==> src/rtl/fetch_targ_pred.sv <==
// Fetch-stage next-PC predictor: JAL/branch target adders, circular return-address stack,
// and static BTFN or (with `TARG_BHT_EN defined) 2-bit BHT branch direction prediction.
module fetch_targ_pred #(
    parameter int XLEN        = 32,
    parameter int RAS_DEPTH   = 4,
    parameter int BHT_ENTRIES = 16
) (
    input  logic            clk,
    input  logic            rst,
    input  logic            f_valid,
    input  logic            stall,
    input  logic            flush,
    input  logic [31:0]     f_ir,
    input  logic [XLEN-1:0] f_pc,
    input  logic            ex_upd,
    input  logic [XLEN-1:0] ex_pc,
    input  logic            ex_taken,
    output logic            pred_taken,
    output logic [XLEN-1:0] pred_target,
    output logic [XLEN-1:0] next_pc,
    output logic            ras_empty,
    output logic            ras_full
);

    localparam int PW = $clog2(RAS_DEPTH);
    localparam int CW = $clog2(RAS_DEPTH + 1);
    localparam int BW = $clog2(BHT_ENTRIES);

    localparam logic [6:0] OP_JAL    = 7'b1101111;
    localparam logic [6:0] OP_BRANCH = 7'b1100011;
    localparam logic [6:0] OP_JALR   = 7'b1100111;

    function automatic logic is_link(input logic [4:0] r);
        return (r == 5'd1) || (r == 5'd5);
    endfunction

    logic            is_jal_s, is_br_s, is_jalr_s;
    logic            rd_link_s, rs1_link_s;
    logic            call_s, ret_s, poppush_s, upd_s, br_dir_s;
    logic [XLEN-1:0] j_imm_s, b_imm_s, pc4_s, ras_top_s;

    logic [XLEN-1:0] ras_r [RAS_DEPTH];
    logic [PW-1:0]   ptr_r;
    logic [CW-1:0]   count_r;

    // Opcode decode
    always_comb begin
        is_jal_s  = 1'b0;
        is_br_s   = 1'b0;
        is_jalr_s = 1'b0;
        case (f_ir[6:0])
            OP_JAL:    is_jal_s  = 1'b1;
            OP_BRANCH: is_br_s   = 1'b1;
            OP_JALR:   is_jalr_s = 1'b1;
            default:   is_jal_s  = 1'b0;
        endcase
    end

    assign rd_link_s  = is_link(f_ir[11:7]);
    assign rs1_link_s = is_link(f_ir[19:15]);
    assign call_s     = (is_jal_s | is_jalr_s) & rd_link_s;
    assign ret_s      = is_jalr_s & rs1_link_s & ~rd_link_s;
    // x1/x5 coroutine swap: replace the top instead of growing the stack
    assign poppush_s  = is_jalr_s & rd_link_s & rs1_link_s & (f_ir[11:7] != f_ir[19:15]);
    assign upd_s      = f_valid & ~stall & ~flush & ~rst;

    assign j_imm_s = {{(XLEN-20){f_ir[31]}}, f_ir[19:12], f_ir[20], f_ir[30:21], 1'b0};
    assign b_imm_s = {{(XLEN-12){f_ir[31]}}, f_ir[7], f_ir[30:25], f_ir[11:8], 1'b0};
    assign pc4_s   = f_pc + XLEN'(4);

    assign ras_top_s = ras_r[ptr_r - PW'(1)];
    assign ras_empty = (count_r == CW'(0));
    assign ras_full  = (count_r == CW'(RAS_DEPTH));

`ifdef TARG_BHT_EN
    logic [1:0]    bht_r [BHT_ENTRIES];
    logic [BW-1:0] f_idx_s, ex_idx_s;
    logic          unused_ex_pc_s;

    assign f_idx_s        = f_pc[BW+1:2];
    assign ex_idx_s       = ex_pc[BW+1:2];
    assign br_dir_s       = bht_r[f_idx_s][1];
    assign unused_ex_pc_s = ^{ex_pc[XLEN-1:BW+2], ex_pc[1:0]};

    // BHT training from EX resolution; saturating 2-bit counters
    always_ff @(posedge clk or posedge rst) begin
        if (rst) begin
            for (int i = 0; i < BHT_ENTRIES; i++) bht_r[i] <= 2'b01;
        end else if (ex_upd) begin
            if (ex_taken && (bht_r[ex_idx_s] != 2'b11))
                bht_r[ex_idx_s] <= bht_r[ex_idx_s] + 2'b01;
            else if (!ex_taken && (bht_r[ex_idx_s] != 2'b00))
                bht_r[ex_idx_s] <= bht_r[ex_idx_s] - 2'b01;
        end
    end
`else
    logic unused_ex_s;

    assign br_dir_s    = f_ir[31];
    assign unused_ex_s = ^{ex_upd, ex_taken, ex_pc};
`endif

    // Prediction and target selection
    always_comb begin
        pred_taken  = 1'b0;
        pred_target = XLEN'(0);
        if (is_jal_s) begin
            pred_taken  = 1'b1;
            pred_target = f_pc + j_imm_s;
        end else if (is_br_s && br_dir_s) begin
            pred_taken  = 1'b1;
            pred_target = f_pc + b_imm_s;
        end else if (ret_s && !ras_empty) begin
            pred_taken  = 1'b1;
            pred_target = {ras_top_s[XLEN-1:1], 1'b0};
        end else begin
            pred_taken  = 1'b0;
            pred_target = XLEN'(0);
        end
    end

    assign next_pc = pred_taken ? pred_target : pc4_s;

    // Return-address stack; a push when full overwrites the oldest entry
    always_ff @(posedge clk or posedge rst) begin
        if (rst) begin
            ptr_r   <= PW'(0);
            count_r <= CW'(0);
            for (int i = 0; i < RAS_DEPTH; i++) ras_r[i] <= XLEN'(0);
        end else if (upd_s) begin
            if (poppush_s) begin
                ras_r[ptr_r - PW'(1)] <= pc4_s;
                if (count_r == CW'(0)) count_r <= CW'(1);
            end else if (call_s) begin
                ras_r[ptr_r] <= pc4_s;
                ptr_r        <= ptr_r + PW'(1);
                if (!ras_full) count_r <= count_r + CW'(1);
            end else if (ret_s && !ras_empty) begin
                ptr_r   <= ptr_r - PW'(1);
                count_r <= count_r - CW'(1);
            end
        end
    end

endmodule

==> config.mk <==
export PLATFORM = sky130hd
export DESIGN_NAME = fetch_targ_pred
export DESIGN_NICKNAME = d
export VERILOG_FILES = /design/src/rtl/fetch_targ_pred.sv
export SDC_FILE = /design/constraint.sdc
export NUM_CORES = 1
export LEC_CHECK = 0
export ABC_CLOCK_PERIOD_IN_PS = 8400
export BUFFER_PORTS_ARGS = -buffer_cell sky130_fd_sc_hd__clkbuf_2
export CORE_AREA = 2 2 160 123
export CTS_CLUSTER_DIAMETER = 150
export CTS_CLUSTER_SIZE = 16
export DETAILED_ROUTE_END_ITERATION = 8
export DIE_AREA = 0 0 162 125
export GPL_TIMING_DRIVEN = 0
export PLACE_DENSITY = 0.77
export SLEW_MARGIN = 30
export SYNTH_ARGS = -nofsm -noshare
export SYNTH_HDL_FRONTEND = slang
export SYNTH_SLANG_ARGS = --single-unit
export TNS_END_PERCENT = 5
==> constraint.sdc <==
create_clock -name clk -period 8.4 [get_ports clk]
set_input_delay 1.26 -clock clk [delete_from_list [all_inputs] [get_ports clk]]
set_output_delay 1.26 -clock clk [all_outputs]
set_load 0.005 [all_outputs]
==> flow_metrics.py <==
metrics = {
    "clocking": {
        "h-tree-depth": 4,
        "clkTransAtPathRegs_ps": 50,
        "clk_latency_ps": 420,
        "tritoncts": "done",
        "cts.sinks": 129,
        "hold_buffers": 0,
        "cts-resized-gates": 0,
        "cts_buffers": 17,
        "clock_path_buffers": 2,
        "postCtsSetupBuffers": 0,
        "root_buffer": "clkbuf_16",
    },
    "final_layout": {
        "layout-drive-gt1-share_pct": 21.3,
        "multi_input_area_um2": 6430,
        "diodes": 0,
        "seq_area_um2": 3230,
        "num-fill-cells": 1579,
        "layout-area-overhead-vs-synth_pct": 16.7,
        "fin_area_um2": 11800,
        "layout.nets": 1467,
    },
    "timing": {
        "drv_slew": 0,
        "setup_viol": 0,
        "setup_ws_ps": 1860,
        "slew_headroom_pct": 35.4,
        "max_freq_mhz": 153,
        "worst_pin_slew_ps": 964,
        "layout_min_cycle_time_ps": 6540,
        "min_period_over_period_pct": 77.9,
        "timing.hold.ws_ps": 506,
        "rsz0062_at_grt": "false",
        "setup_tns_ps": 0,
        "hold_viol": 0,
        "fin_skew_ps": 6.15,
    },
    "min_path": {
        "hold_path_class": "flip-flop to flip-flop",
        "min_path_cells": 1,
        "whs_endpoint": "ras_r[97]",
        "hp-start": "ras_r[97]",
    },
    "die": {
        "initial_core_util_pct": 53.5,
        "core_um2": 18800,
        "rows": 44,
        "fp.dieW_um": 162,
        "die_h_um": 125,
        "dieArea_um2": 20300,
        "io_pins": 170,
    },
    "placed_design": {
        "io_buffer_count": 135,
        "gp_congestion": 0.975,
        "preCtsSetupSlack_ps": 2330,
        "dp_hpwl_mm": 27.1,
        "place_area_um2": 11100,
    },
    "setup_path": {
        "reg2reg_slack_ps": 4170,
        "rr_endpoint": "ptr_r[1]",
        "worstSetupPathType": "flip-flop to output pin",
        "crit_path_end_kind": "output pin",
        "cp.required_ps": 7140,
        "r2r-start": "ptr_r[0]",
        "reg2reg_depth": 10,
        "critPathMaxFanout": 10,
        "start_kind": "flip-flop",
        "cp_data_arrival_time_ps": 5280,
    },
    "power": {
        "p_clk_share_pct": 45.3,
        "internal_power_mw": 1.30,
        "vdd_drop_max_uv": 106,
        "power_density_nw_per_um2": 153,
        "pwr-share-comb_pct": 20.0,
        "swShare_pct": 27.7,
        "switchingPower_uw": 497,
        "sequentialPowerShare_pct": 34.7,
        "p_leak_nw": 5.60,
    },
    "synthesis": {
        "synth.distinct_cells": 81,
        "yosys_warnings": 0,
        "ys_seq_area_share_pct": 32.1,
        "synth_nets": 1312,
        "netlist_area_um2": 10100,
        "synth_edf_count": 0,
        "ys_ff_latch": 129,
        "avgSynthCellArea_um2": 8.69,
        "synth-main-ff-cell": "dfrtp_1",
        "async_flop_share_pct": 100,
        "synthCells": 1158,
    },
    "grt": {
        "overflow": 0,
        "track_usage_pct": 34.9,
        "use_met1_pct": 49.7,
        "use_met3_pct": 8.06,
        "top_usage_layer": "met2",
        "grt_pass1_wl_mm": 54.5,
        "grt_pass1_vias": 9634,
        "antenna_found_initial": 0,
        "grtUsageMet2_pct": 53.1,
        "grt_max_degree": 78,
    },
    "route": {
        "wl_per_cell_um": 22.7,
        "viasPerCell": 6.55,
        "drc": 0,
        "drt_first_pass_iters": 5,
        "num_vias": 10300,
        "wl_mm": 35.8,
        "drt_iter0_drc": 1304,
        "postRouteAntennaNets": 0,
    },
    "run_status": {
        "status": "complete, no violations",
    },
    "run": {
        "drv_cap": 0,
    },
}
how the worst max path moves through the flow:
| stage | from | end | slack (ps) | cells past startpoint |
|---|---|---|---|---|
| 2_1_floorplan | rst | count_r[0] | 3700 | 1 |
| 3_3_place_gp | rst | ras_r[58] | 2250 | 2 |
| 3_5_place_dp | ptr_r[0] | next_pc[16] | 2330 | 12 |
| 4_1_cts | ptr_r[0] | next_pc[16] | 1900 | 12 |
| 5_1_grt | ptr_r[0] | next_pc[16] | 1620 | 12 |
| 6_report | ptr_r[0] | next_pc[16] | 1860 | 12 |
synth_stat cells, types with 16 or more instances:
cell type / number / area, µm²
nand2_1: 82 / 308
xor2_1: 26 / 228
clkbuf_1: 27 / 101
buf_2: 34 / 170
nor2_1: 177 / 664
dfrtp_1: 129 / 3230
nand3_1: 30 / 150
mux4_2: 29 / 653
a21o_1: 24 / 180
xnor2_1: 36 / 315
ha_1: 48 / 601
mux2i_1: 17 / 170
a21oi_1: 169 / 846
inv_1: 25 / 93.8
nand4_1: 22 / 138
o21ai_0: 33 / 165
o211ai_1: 16 / 120
mux2_2: 16 / 180
sequential cells by signal, summed over array words and instances (netlist names):
signal,flops
ptr_r,2
count_r,3
ras_r,124
final cells by class:
type | instances | area share, %
Sequential cell | 129 | 27.5
Clock buffer | 21 | 4.00
Buffer | 68 | 2.67
Inverter | 26 | 0.894
Tap cell | 253 | 2.69
Multi-Input combinational cell | 935 | 54.7
Clock inverter | 10 | 1.54
Timing Repair Buffer | 136 | 5.98
kinds of logic after synthesis:
logic type | after synthesis | synth area share [%]
multiplexers | 62 | 9.97
AND/OR/NAND/NOR | 405 | 19.3
adder cells (fa/ha/maj) | 51 | 6.56
AO/OA/AOI/OAI | 355 | 22.7
buffers and inverters | 94 | 4.08
flip-flops | 129 | 32.1
XOR/XNOR | 62 | 5.39
layer usage:
metal	up-vias	wire length (µm)
met5	-	0
met4	0	1200
met3	99	4220
met2	689	15900
met1	5000	14600
li1	4550	-
power groups by stage:
stage / combinational (mW) / sequential [mW] / clock (mW)
2_1_floorplan: 0.227 / 0.634 / 0
3_3_place_gp: 0.341 / 0.634 / 0
3_5_place_dp: 0.345 / 0.634 / 0
4_1_cts: 0.348 / 0.623 / 0.811
5_1_grt: 0.386 / 0.623 / 0.840
6_report: 0.359 / 0.623 / 0.813
worst max-delay path: stages, from the launching register on:
cell and delay, ps:
dfrtp_1 390, buf_2 270, buf_2 460, clkbuf_1 570
inv_1 210, ha_1 340, clkbuf_1 530, buf_2 450
buf_1 600, mux4_2 410, a22oi_1 240, o211ai_1 200
clkbuf_2 180
stage by stage:
step / std cells / total power [mW] / utilization, %
6_report: 1578 / 1.80 / 62.4
5_1_grt: 1578 / 1.85 / 62.4
4_1_cts: 1578 / 1.78 / 62.4
3_5_place_dp: 1547 / 0.978 / 59.0
3_3_place_gp: 1546 / 0.975 / 58.7
2_1_floorplan: 1158 / 0.861 / -
cell usage in the layout, fill, tap and decap left out, types with 8 or more instances in the layout:
| cell | n |
|---|---|
| a211o_1 | 8 |
| a21o_1 | 24 |
| a21oi_1 | 169 |
| a22oi_1 | 10 |
| a31oi_1 | 8 |
| and2_1 | 14 |
| and3_1 | 14 |
| buf_2 | 34 |
| clkbuf_1 | 28 |
| clkbuf_16 | 17 |
| clkbuf_2 | 136 |
| dfrtp_1 | 129 |
| ha_1 | 48 |
| inv_1 | 24 |
| mux2_2 | 16 |
| mux2i_1 | 17 |
| mux4_2 | 29 |
| nand2_1 | 82 |
| nand2b_1 | 10 |
| nand3_1 | 30 |
| nand4_1 | 22 |
| nor2_1 | 177 |
| nor3_1 | 11 |
| o211ai_1 | 16 |
| o21ai_0 | 33 |
| o21bai_1 | 13 |
| xnor2_1 | 36 |
| xor2_1 | 26 |
Note: power is estimated with default switching activity, not from simulation.
